[src/rtl/goertzel_pkg.sv]
// Shared definitions for the Goertzel AXI4-Lite register bank: register
// byte offsets, STATUS bit positions, AXI response codes, channel FSM
// states and the NSAMP reset value.
package goertzel_pkg;

  localparam logic [7:0] OFF_CTRL   = 8'h00;
  localparam logic [7:0] OFF_COEF   = 8'h04;
  localparam logic [7:0] OFF_NSAMP  = 8'h08;
  localparam logic [7:0] OFF_STATUS = 8'h0C;
  localparam logic [7:0] OFF_RES_RE = 8'h10;
  localparam logic [7:0] OFF_RES_IM = 8'h14;
  localparam logic [7:0] OFF_ID     = 8'h18;
  localparam logic [7:0] OFF_IRQ_EN = 8'h1C;

  localparam int CTRL_START = 0;
  localparam int ST_BUSY    = 0;
  localparam int ST_DONE    = 1;
  localparam int ST_ERR     = 2;

  localparam logic [1:0] RESP_OKAY   = 2'b00;
  localparam logic [1:0] RESP_SLVERR = 2'b10;

  localparam logic [15:0] NSAMP_RST = 16'd205;

  typedef enum logic {W_IDLE, W_RESP} wr_state_t;
  typedef enum logic {R_IDLE, R_DATA} rd_state_t;

  // Replace only the byte lanes whose strobe is set.
  function automatic logic [31:0] strb_merge(input logic [31:0] old_val,
                                             input logic [31:0] new_val,
                                             input logic [3:0]  strb);
    logic [31:0] res;
    res = old_val;
    for (int i = 0; i < 4; i++) begin
      if (strb[i]) res[8*i +: 8] = new_val[8*i +: 8];
    end
    return res;
  endfunction

endpackage

[src/rtl/axil_wr_latch.sv]
// Write-channel front end: accepts AW and W independently, holds whichever
// arrives first, and raises wr_go in the cycle both halves are available
// (held or handshaking now). The selected address/data are valid with wr_go.
module axil_wr_latch (
  input  logic        axi_clk,
  input  logic        axi_rstn,
  input  logic        accept,
  input  logic        awvalid,
  input  logic [31:0] awaddr,
  output logic        awready,
  input  logic        wvalid,
  input  logic [31:0] wdata,
  input  logic [3:0]  wstrb,
  output logic        wready,
  output logic        wr_go,
  output logic [31:0] wr_addr,
  output logic [31:0] wr_data,
  output logic [3:0]  wr_strb
);

  logic        aw_held;
  logic        w_held;
  logic [31:0] aw_addr_q;
  logic [31:0] w_data_q;
  logic [3:0]  w_strb_q;
  logic        aw_now;
  logic        w_now;

  assign awready = accept & ~aw_held;
  assign wready  = accept & ~w_held;
  assign aw_now  = awvalid & awready;
  assign w_now   = wvalid & wready;
  assign wr_go   = accept & (aw_held | aw_now) & (w_held | w_now);
  assign wr_addr = aw_held ? aw_addr_q : awaddr;
  assign wr_data = w_held  ? w_data_q  : wdata;
  assign wr_strb = w_held  ? w_strb_q  : wstrb;

  // Hold each half until the joined write fires, then release both.
  always_ff @(posedge axi_clk or negedge axi_rstn) begin
    // NOTE: clocked state uses non-blocking (<=) so every flop samples the pre-edge values.
    if (!axi_rstn) begin
      aw_held   <= 1'b0;
      w_held    <= 1'b0;
      aw_addr_q <= '0;
      w_data_q  <= '0;
      w_strb_q  <= '0;
    end else if (wr_go) begin
      aw_held <= 1'b0;
      w_held  <= 1'b0;
    end else begin
      if (aw_now) begin
        aw_held   <= 1'b1;
        aw_addr_q <= awaddr;
      end
      if (w_now) begin
        w_held   <= 1'b1;
        w_data_q <= wdata;
        w_strb_q <= wstrb;
      end
    end
  end

endmodule

[src/rtl/goertzel_axil_regs.sv]
// AXI4-Lite register bank for the Goertzel engine (CTRL, COEF, NSAMP,
// STATUS, RES_RE, RES_IM, ID). Independent single-outstanding write and
// read channels. Define GOERTZEL_AXIL_REGS_IRQ_EN to add the IRQ_EN
// register at 0x1C and the registered irq output.
module goertzel_axil_regs
  import goertzel_pkg::*;
#(
  parameter int          ADDR_W  = 8,
  parameter int          COEF_W  = 18,
  parameter int          NSAMP_W = 16,
  parameter int          RES_W   = 32,
  parameter logic [31:0] ID_VAL  = 32'h4752_0001
) (
  input  logic               axi_clk,
  input  logic               axi_rstn,
  input  logic               axi_awvalid,
  output logic               axi_awready,
  input  logic [31:0]        axi_awaddr,
  input  logic [2:0]         axi_awprot,
  input  logic               axi_wvalid,
  output logic               axi_wready,
  input  logic [31:0]        axi_wdata,
  input  logic [3:0]         axi_wstrb,
  output logic               axi_bvalid,
  input  logic               axi_bready,
  output logic [1:0]         axi_bresp,
  input  logic               axi_arvalid,
  output logic               axi_arready,
  input  logic [31:0]        axi_araddr,
  input  logic [2:0]         axi_arprot,
  output logic               axi_rvalid,
  input  logic               axi_rready,
  output logic [31:0]        axi_rdata,
  output logic [1:0]         axi_rresp,
  output logic               eng_start,
  output logic [COEF_W-1:0]  eng_coef,
  output logic [NSAMP_W-1:0] eng_nsamp,
  input  logic               eng_busy,
  input  logic               eng_done,
  input  logic [RES_W-1:0]   eng_res_re,
  input  logic [RES_W-1:0]   eng_res_im
`ifdef GOERTZEL_AXIL_REGS_IRQ_EN
  ,
  output logic               irq
`endif
);

  wr_state_t          wr_state;
  rd_state_t          rd_state;
  logic               alive;
  logic [COEF_W-1:0]  coef_q;
  logic [NSAMP_W-1:0] nsamp_q;
  logic [RES_W-1:0]   res_re_q;
  logic [RES_W-1:0]   res_im_q;
  logic               done_q;
  logic               err_q;

  logic               wr_go;
  logic [31:0]        wr_addr;
  logic [31:0]        wr_data;
  logic [3:0]         wr_strb;
  logic [ADDR_W-1:0]  wr_off;
  logic [ADDR_W-1:0]  rd_off;
  logic [1:0]         wr_resp;
  logic               do_start;
  logic               set_err;
  logic               we_coef;
  logic               we_nsamp;
  logic               we_status;
  logic               we_irq;
  logic               w1c_done;
  logic               w1c_err;
  logic [31:0]        rd_val;
  logic [1:0]         rd_resp;
  logic               unused_ok;

  assign eng_coef    = coef_q;
  assign eng_nsamp   = nsamp_q;
  assign axi_arready = alive & (rd_state == R_IDLE);
  assign unused_ok   = &{1'b0, axi_awprot, axi_arprot, wr_addr[31:ADDR_W], wr_addr[1:0],
                         axi_araddr[31:ADDR_W], axi_araddr[1:0]};

  axil_wr_latch u_wr_latch (
    .axi_clk  (axi_clk),
    .axi_rstn (axi_rstn),
    .accept   (alive & (wr_state == W_IDLE)),
    .awvalid  (axi_awvalid),
    .awaddr   (axi_awaddr),
    .awready  (axi_awready),
    .wvalid   (axi_wvalid),
    .wdata    (axi_wdata),
    .wstrb    (axi_wstrb),
    .wready   (axi_wready),
    .wr_go    (wr_go),
    .wr_addr  (wr_addr),
    .wr_data  (wr_data),
    .wr_strb  (wr_strb)
  );

  // Readies stay low until the first edge after reset release.
  always_ff @(posedge axi_clk or negedge axi_rstn) begin
    if (!axi_rstn) alive <= 1'b0;
    else           alive <= 1'b1;
  end

  // Decode the pending write into per-register enables and a response.
  always_comb begin
    // NOTE: every always_comb output gets a default first so no path infers a latch.
    wr_off    = {wr_addr[ADDR_W-1:2], 2'b00};
    wr_resp   = RESP_OKAY;
    do_start  = 1'b0;
    set_err   = 1'b0;
    we_coef   = 1'b0;
    we_nsamp  = 1'b0;
    we_status = 1'b0;
    we_irq    = 1'b0;
    case (wr_off)
      ADDR_W'(OFF_CTRL): begin
        if (wr_strb[0] && wr_data[CTRL_START]) begin
          if (eng_busy) begin
            set_err = 1'b1;
            wr_resp = RESP_SLVERR;
          end else begin
            do_start = 1'b1;
          end
        end
      end
      ADDR_W'(OFF_COEF):   we_coef   = 1'b1;
      ADDR_W'(OFF_NSAMP):  we_nsamp  = 1'b1;
      ADDR_W'(OFF_STATUS): we_status = 1'b1;
`ifdef GOERTZEL_AXIL_REGS_IRQ_EN
      ADDR_W'(OFF_IRQ_EN): we_irq    = 1'b1;
`endif
      default:             wr_resp   = RESP_SLVERR;
    endcase
    w1c_done = we_status & wr_strb[0] & wr_data[ST_DONE];
    w1c_err  = we_status & wr_strb[0] & wr_data[ST_ERR];
  end

  // Write response channel: raise bvalid with the write, hold until bready.
  always_ff @(posedge axi_clk or negedge axi_rstn) begin
    if (!axi_rstn) begin
      wr_state   <= W_IDLE;
      axi_bvalid <= 1'b0;
      axi_bresp  <= RESP_OKAY;
    end else begin
      case (wr_state)
        W_IDLE: if (wr_go) begin
          axi_bvalid <= 1'b1;
          axi_bresp  <= wr_resp;
          wr_state   <= W_RESP;
        end
        W_RESP: if (axi_bready) begin
          axi_bvalid <= 1'b0;
          wr_state   <= W_IDLE;
        end
        default: wr_state <= W_IDLE;
      endcase
    end
  end

  // Register file updates: configuration, start pulse, sticky flags, results.
  always_ff @(posedge axi_clk or negedge axi_rstn) begin
    if (!axi_rstn) begin
      coef_q    <= '0;
      nsamp_q   <= NSAMP_W'(NSAMP_RST);
      eng_start <= 1'b0;
      done_q    <= 1'b0;
      err_q     <= 1'b0;
      res_re_q  <= '0;
      res_im_q  <= '0;
    end else begin
      eng_start <= wr_go & do_start;
      if (wr_go && we_coef)  coef_q  <= COEF_W'(strb_merge(32'(coef_q), wr_data, wr_strb));
      if (wr_go && we_nsamp) nsamp_q <= NSAMP_W'(strb_merge(32'(nsamp_q), wr_data, wr_strb));
      // A completion in the same cycle as a clear leaves DONE set.
      if (eng_done)                              done_q <= 1'b1;
      else if (wr_go && (do_start || w1c_done))  done_q <= 1'b0;
      if (wr_go && set_err)      err_q <= 1'b1;
      else if (wr_go && w1c_err) err_q <= 1'b0;
      if (eng_done) begin
        res_re_q <= eng_res_re;
        res_im_q <= eng_res_im;
      end
    end
  end

`ifdef GOERTZEL_AXIL_REGS_IRQ_EN
  logic irq_en_q;

  // Interrupt enable register and registered interrupt output.
  always_ff @(posedge axi_clk or negedge axi_rstn) begin
    if (!axi_rstn) begin
      irq_en_q <= 1'b0;
      irq      <= 1'b0;
    end else begin
      if (wr_go && we_irq && wr_strb[0]) irq_en_q <= wr_data[0];
      irq <= done_q & irq_en_q;
    end
  end
`else
  logic irq_en_q;
  assign irq_en_q = 1'b0;
`endif

  // Decode the read address against the current (pre-update) register state.
  always_comb begin
    rd_off  = {axi_araddr[ADDR_W-1:2], 2'b00};
    rd_val  = '0;
    rd_resp = RESP_OKAY;
    case (rd_off)
      ADDR_W'(OFF_CTRL):   rd_val = '0;
      ADDR_W'(OFF_COEF):   rd_val = 32'(signed'(coef_q));
      ADDR_W'(OFF_NSAMP):  rd_val = 32'(nsamp_q);
      ADDR_W'(OFF_STATUS): begin
        rd_val[ST_BUSY] = eng_busy;
        rd_val[ST_DONE] = done_q;
        rd_val[ST_ERR]  = err_q;
      end
      ADDR_W'(OFF_RES_RE): rd_val = 32'(res_re_q);
      ADDR_W'(OFF_RES_IM): rd_val = 32'(res_im_q);
      ADDR_W'(OFF_ID):     rd_val = ID_VAL;
`ifdef GOERTZEL_AXIL_REGS_IRQ_EN
      ADDR_W'(OFF_IRQ_EN): rd_val = 32'(irq_en_q);
`endif
      default:             rd_resp = RESP_SLVERR;
    endcase
  end

  // Read channel: register decoded data one cycle after AR, hold until rready.
  always_ff @(posedge axi_clk or negedge axi_rstn) begin
    if (!axi_rstn) begin
      rd_state   <= R_IDLE;
      axi_rvalid <= 1'b0;
      axi_rdata  <= '0;
      axi_rresp  <= RESP_OKAY;
    end else begin
      case (rd_state)
        R_IDLE: if (axi_arvalid && axi_arready) begin
          axi_rvalid <= 1'b1;
          axi_rdata  <= rd_val;
          axi_rresp  <= rd_resp;
          rd_state   <= R_DATA;
        end
        R_DATA: if (axi_rready) begin
          axi_rvalid <= 1'b0;
          rd_state   <= R_IDLE;
        end
        default: rd_state <= R_IDLE;
      endcase
    end
  end

endmodule

[config.mk]
export PLATFORM = sky130hd
export DESIGN_NAME = goertzel_axil_regs
export DESIGN_NICKNAME = d
export VERILOG_FILES = /design/src/rtl/goertzel_pkg.sv /design/src/rtl/axil_wr_latch.sv /design/src/rtl/goertzel_axil_regs.sv
export SDC_FILE = /design/constraint.sdc
export NUM_CORES = 1
export LEC_CHECK = 0
export ABC_AREA = 1
export BUFFER_PORTS_ARGS = -buffer_cell sky130_fd_sc_hd__buf_4
export CAP_MARGIN = 30
export CORE_MARGIN = 2
export CORE_UTILIZATION = 30
export CTS_BUF_LIST = sky130_fd_sc_hd__clkbuf_8
export CTS_CLUSTER_DIAMETER = 50
export DETAILED_ROUTE_END_ITERATION = 10
export SYNTH_ARGS = -nofsm -noshare
export SYNTH_HDL_FRONTEND = slang
export SYNTH_SLANG_ARGS = --single-unit
[constraint.sdc]
create_clock -name axi_clk -period 3 [get_ports axi_clk]
set_clock_uncertainty 0.15 [all_clocks]
set_input_delay 0 -clock axi_clk [delete_from_list [all_inputs] [get_ports axi_clk]]
set_output_delay 0 -clock axi_clk [all_outputs]
set_load 0.05 [all_outputs]
# Word-level counts from Yosys, hierarchy flattened
# Cells that the tools add are included.
[op_classes] reduce_logical=27 eq_ne=13 bitwise=19 n_mux=38
[op_table] op="one-hot mux 29 bit (5 select lines)" count=1
[op_table] op="two-way mux 1 bit" count=25
[op_table] op="equality test 6 x 2 -> 1 bit (second input constant)" count=4
[op_table] op="AND reduction 2 bit" count=11
[op_table] op="equality test 6 x 3 -> 1 bit (second input constant)" count=3
[op_table] op="two-way mux 18 bit" count=1
[op_table] op="one-hot mux 3 bit (6 select lines)" count=1
[op_table] op="bitwise AND 1 bit" count=12
[op_table] op="equality test 6 x 1 -> 1 bit (second input constant)" count=2
[op_table] op="logical NOT 6 bit" count=2
[op_table] op="two-way mux 8 bit" count=1
[op_table] op="one-hot mux 1 bit (2 select lines)" count=4
[op_table] op="nonzero test 2 bit" count=4
[op_table] op="logical AND 1 bit" count=7
[op_table] op="OR reduction 7 bit" count=1
[op_table] op="two-way mux 2 bit" count=3
[op_table] op="!= test 2 bit (second input constant)" count=3
[op_table] op="inverter 1 bit" count=5
[op_table] op="one-hot mux 2 bit (2 select lines)" count=1
[op_table] op="two-way mux 3 bit" count=1
[op_table] op="OR reduction 3 bit" count=1
[op_table] op="!= test 2 x 1 -> 1 bit (second input constant)" count=1
[op_table] op="OR 1 bit" count=2
[op_table] op="logical OR 1 bit" count=1
[word_totals] register_bits=173 in_bits=179 word_cells=120 output_inout_bits=76

# Depth between registers and ports, before layout
[logic_depth] depth_word=10 ltp_mapped=10 mapped_depth_nobuf=9

# Modules after synthesis
# Synthesis repeated with hierarchy kept, for this count alone.
[unflattened] hier_cells=1258 hier_area_um2=10108.4
[modules_own_cells] mod="goertzel_axil_regs" n_inst=1 seq_area_each_um2=3509.6 cells_each=793 area_each_um2=6371.1
[modules_own_cells] mod="axil_wr_latch" n_inst=1 seq_area_each_um2=1751.7 cells_each=465 area_each_um2=3737.3

# Least setup slack after synthesis
# No wires, ideal clock.
[synth_path] path_kind="register to register" from="register wr_state" to="register u_wr_latch.w_data_q[1]" stages_incl_launch_ff=8 synth_period_minus_slack_ps=2238 path_slack_ps=762 arrival_ps=1958 t_required_ps=2720 n_path_buf=1 setup_ps=130 cell_sequence="dfrtp_1 -> nor2_2 -> inv_1 -> nor2_1 -> nand3_1 -> clkbuf_1 -> nand2_1 -> o21ai_0"
[synth_via] elab_cells_between_ends=12 classes_between="11 x bitwise; 1 x reduce/logical"
[synth_lines] element="start, declared" line="goertzel_axil_regs.sv:48" text="wr_state_t wr_state;"
[synth_lines] element="start signal, assigned" line="goertzel_axil_regs.sv:143" text="wr_state <= W_IDLE;"
[synth_lines] element="start signal, assigned" line="goertzel_axil_regs.sv:151" text="wr_state <= W_RESP;"
[synth_lines] element="start signal, assigned" line="goertzel_axil_regs.sv:155" text="wr_state <= W_IDLE;"
[synth_lines] element="inverter 1 bit (no source line) (*)"
[synth_lines] element="bitwise AND 1 bit (*)" line="goertzel_axil_regs.sv:86" text=".accept (alive & (wr_state == W_IDLE)),"
[synth_lines] element="bitwise AND 1 bit (*)" line="axil_wr_latch.sv:30" text="assign wready = accept & ~w_held;"
[synth_lines] element="via axi_wready" line="goertzel_axil_regs.sv:21" text="output logic axi_wready,"
[synth_lines] element="bitwise AND 1 bit (*)" line="axil_wr_latch.sv:32" text="assign w_now = wvalid & wready;"
[synth_lines] element="OR 1 bit" line="axil_wr_latch.sv:33" text="assign wr_go = accept & (aw_held | aw_now) & (w_held | w_now);"
[synth_lines] element="bitwise AND 1 bit" line="axil_wr_latch.sv:33"
[synth_lines] element="inverter 1 bit (no source line)"
[synth_lines] element="AND reduction 2 bit (no source line) (*)"
[synth_lines] element="end signal, assigned" line="axil_wr_latch.sv:57" text="w_data_q <= wdata;"
[synth_lines] element="end, declared" line="axil_wr_latch.sv:24" text="logic [31:0] w_data_q;"
# The timed path passes the listed nets; every way through them passes the cells marked *.
# A chain may end at the register's enable or synchronous reset.

# Worst setup path after layout
[layout_path] from="register u_wr_latch.w_held" to="register eng_start"
[layout_via] elab_chain_len=6 elab_cells_between_ends=11 classes_between="4 x mux; 6 x bitwise; 1 x reduce/logical"
[layout_rtl] element="start, declared" line="axil_wr_latch.sv:22" text="logic w_held;"
[layout_rtl] element="start signal, assigned" line="axil_wr_latch.sv:43" text="w_held <= 1'b0;"
[layout_rtl] element="start signal, assigned" line="axil_wr_latch.sv:49" text="w_held <= 1'b0;"
[layout_rtl] element="start signal, assigned" line="axil_wr_latch.sv:56" text="w_held <= 1'b1;"
[layout_rtl] element="inverter 1 bit" line="axil_wr_latch.sv:30"
[layout_rtl] element="bitwise AND 1 bit" line="axil_wr_latch.sv:30"
[layout_rtl] element="bitwise AND 1 bit" line="axil_wr_latch.sv:32"
[layout_rtl] element="OR 1 bit" line="axil_wr_latch.sv:33"
[layout_rtl] element="bitwise AND 1 bit" line="axil_wr_latch.sv:33"
[layout_rtl] element="bitwise AND 1 bit (*)" line="goertzel_axil_regs.sv:173" text="eng_start <= wr_go & do_start;"
[layout_rtl] element="end signal, assigned" line="goertzel_axil_regs.sv:173"
[layout_rtl] element="end, declared" line="goertzel_axil_regs.sv:35" text="output logic eng_start,"
# Mark *: on every way between the ends. The rest lies on a longest branch, timed or not.

==> reports/qor.csv <==
metric;value;unit
arrival;3.11;ns
worstPathMaxFanout;37;
drive_gt1_frac;0.198;
pin_count;255;
grt_pass1_vias;7344;
layout_common_cells;449 x nand2_1, 190 x buf_4, 164 x dfrtp_1;
die_y;164;µm
hold_violations;0;
clk_latency;0.46;ns
yosys.area.top_type;dfrtp_1;
slew_headroom;0.436;
drc;0;
coreArea;25100;µm²
path_class;reg2reg;
setup_viol;0;
crit_path_start_kind;flop;
clk_pin_slew;0.09;ns
syn_area;7640;µm²
r2r_setup_slack;0.14;ns
grt_pass1_wl;38700;µm
gp_congestion;0.786;
vias;7286;
finalCritPeriodShare;0.953;
initial_utilization;0.304;
finalPower;6.99;mW
rsz0062_at_grt;false;
endpoint_kind;flop;
reg2reg_depth;8;
syn_to_final_growth;45.4;%
wl;24500;µm
ys_warn_count;0;
gr-total-overflow;0;
numCtsBuffers;17;
port_buffers;179;
r2r-start;u_wr_latch.w_held;
layout_min_cycle_time;2.86;ns
status;completed;
p_leak;5.84;nW
ir_drop;0.400;mV
clock-root-buffer;clkbuf_8;
post-dp-hpwl;16500;µm
p_per_area;630;nW/µm²
yosys.cell_types.count;34;
cts_tree;done;
avgSynthCellArea;7.98;µm²
fin_setup_tns;0;ns
final_antenna_net_count;0;
clock-sinks;169;
drt_iter0_markers;557;
dp_slack;0.856;ns
avgViaCountPerCell;4.53;
fmax;350;MHz
synth_cells;957;
required;3.25;ns
num-nets-final;1447;
h-tree-depth;4;
final_common_cell;nand2_1;
cts_setup_buffers;0;
crit_start;u_wr_latch.w_held;
synth_top_area_frac;0.537;
worstMarginPinSlew;0.846;ns
antenna_found_initial;1;
max-cap-violations;0;
wire_per_inst;15.2;µm
synthTopCellsByArea;dfrtp_1 54%, nand2_1 22%, o21ai_0 6.3%;
seq_area_frac_synth;0.555;
cts_buffer_depth;2;
row_count;58;
endpoint;eng_start;
ctsResizeCount;0;
synth_seq_cells;169;
die_x;164;µm
r2r_end;eng_start;
setup_ws;0.142;ns
slew_viol_final;0;
dieArea;26700;µm²
track_usage;0.187;
dr.pass1.iters;5;
hp-class;in2reg;
grt_max_degree;86;
-- power breakdown --
group          total [mW]  internal (mW)  switching (mW)
Clock                1.69          0.847           0.845
Combinational        2.31          0.873            1.44
Sequential           2.99           2.69           0.302
Total                6.99           4.41            2.59
-- sequential cells by signal, indices dropped and copies added (netlist names), 3 cells and up --
register              flops
u_wr_latch.w_data_q      18
res_im_q                 32
axi_rdata                32
eng_coef                 18
u_wr_latch.w_strb_q       3
u_wr_latch.aw_addr_q      6
eng_nsamp                16
res_re_q                 32
-- Yosys cell counts --
library cell / n
a21boi_0: 2
o22ai_1: 7
nor2_2: 4
o21ai_2: 3
a21oi_1: 3
dfstp_2: 5
nand2_2: 8
conb_1: 2
inv_1: 72
dfrtp_1: 164
buf_1: 2
o211ai_2: 1
nand3b_1: 1
buf_2: 4
nand2_1: 449
and3_1: 1
clkinv_1: 2
nor3_1: 1
nor2_1: 16
buf_4: 7
nand2_4: 2
nand3_2: 3
clkbuf_1: 25
nor2_4: 4
o21ai_0: 96
inv_2: 3
buf_6: 3
o21ai_1: 3
or2_2: 1
nand3_1: 49
o21a_1: 2
or2_0: 1
nor3_4: 1
nand4_1: 10
-- metrics by stage --
stage | instances | hold slack (ns) | instance area, µm² | util
3_5_place_dp | 1439 | -0.0766 | 9300 | 0.370
2_1_floorplan | 958 | -0.446 | 7640 | -
6_report | 1610 | 0.119 | 11100 | 0.442
3_3_place_gp | 1439 | -0.0675 | 9300 | 0.370
5_1_grt | 1610 | 0.124 | 11100 | 0.442
4_1_cts | 1609 | 0.0877 | 11100 | 0.442
-- layout make-up --
cell class,instances,area (µm²)
flip-flops and latches,169,4240
repair buffers,332,2860
inverters,77,289
diodes,1,2.50
clock inverters,11,134
multi-input cells,671,2910
well taps,330,413
fillers,2547,14000
clock buffers,19,262
-- critical path, stage by stage, from the launching register on --
cell and delay, ns:
dfrtp_1 0.41, buf_4 0.25, o21ai_0 0.44, nand2_1 0.16
inv_1 0.10, nand3b_1 0.07, dlygate4sd3_1 0.56, nor2_1 0.11
dlygate4sd3_1 0.56
-- repair_timing --
item,in CTS,in global routing
endpoints found under the hold margin,298,0
endpoints found under the setup margin,0,0
hold buffers,140,0
-- cell families after synthesis --
logic type,synth area share
compound gates,0.0816
flops,0.555
buf+inv,0.0651
simple gates,0.298
other cells,0.000983
-- routing by layer --
| metal | vias to the layer above | global-route usage | wire (µm) |
|---|---|---|---|
| met4 | 0 | 0.0750 | 666 |
| met5 | - | 0 | 0 |
| li1 | 3609 | - | - |
| met1 | 3432 | 0.251 | 11400 |
| met2 | 205 | 0.305 | 11400 |
| met3 | 40 | 0.0264 | 1050 |
-- worst min path at each step --
stage	start	to	slack, ns	cells after the start
2_1_floorplan	axi_rstn	alive	-0.45	0
3_3_place_gp	axi_rstn	eng_coef[17]	-0.07	1
3_5_place_dp	axi_rstn	eng_coef[17]	-0.08	1
4_1_cts	axi_araddr[7]	axi_rdata[26]	0.09	8
5_1_grt	eng_res_im[19]	res_im_q[19]	0.12	4
6_report	axi_araddr[7]	axi_rdata[24]	0.12	8
(Power assumes the default switching activity.)
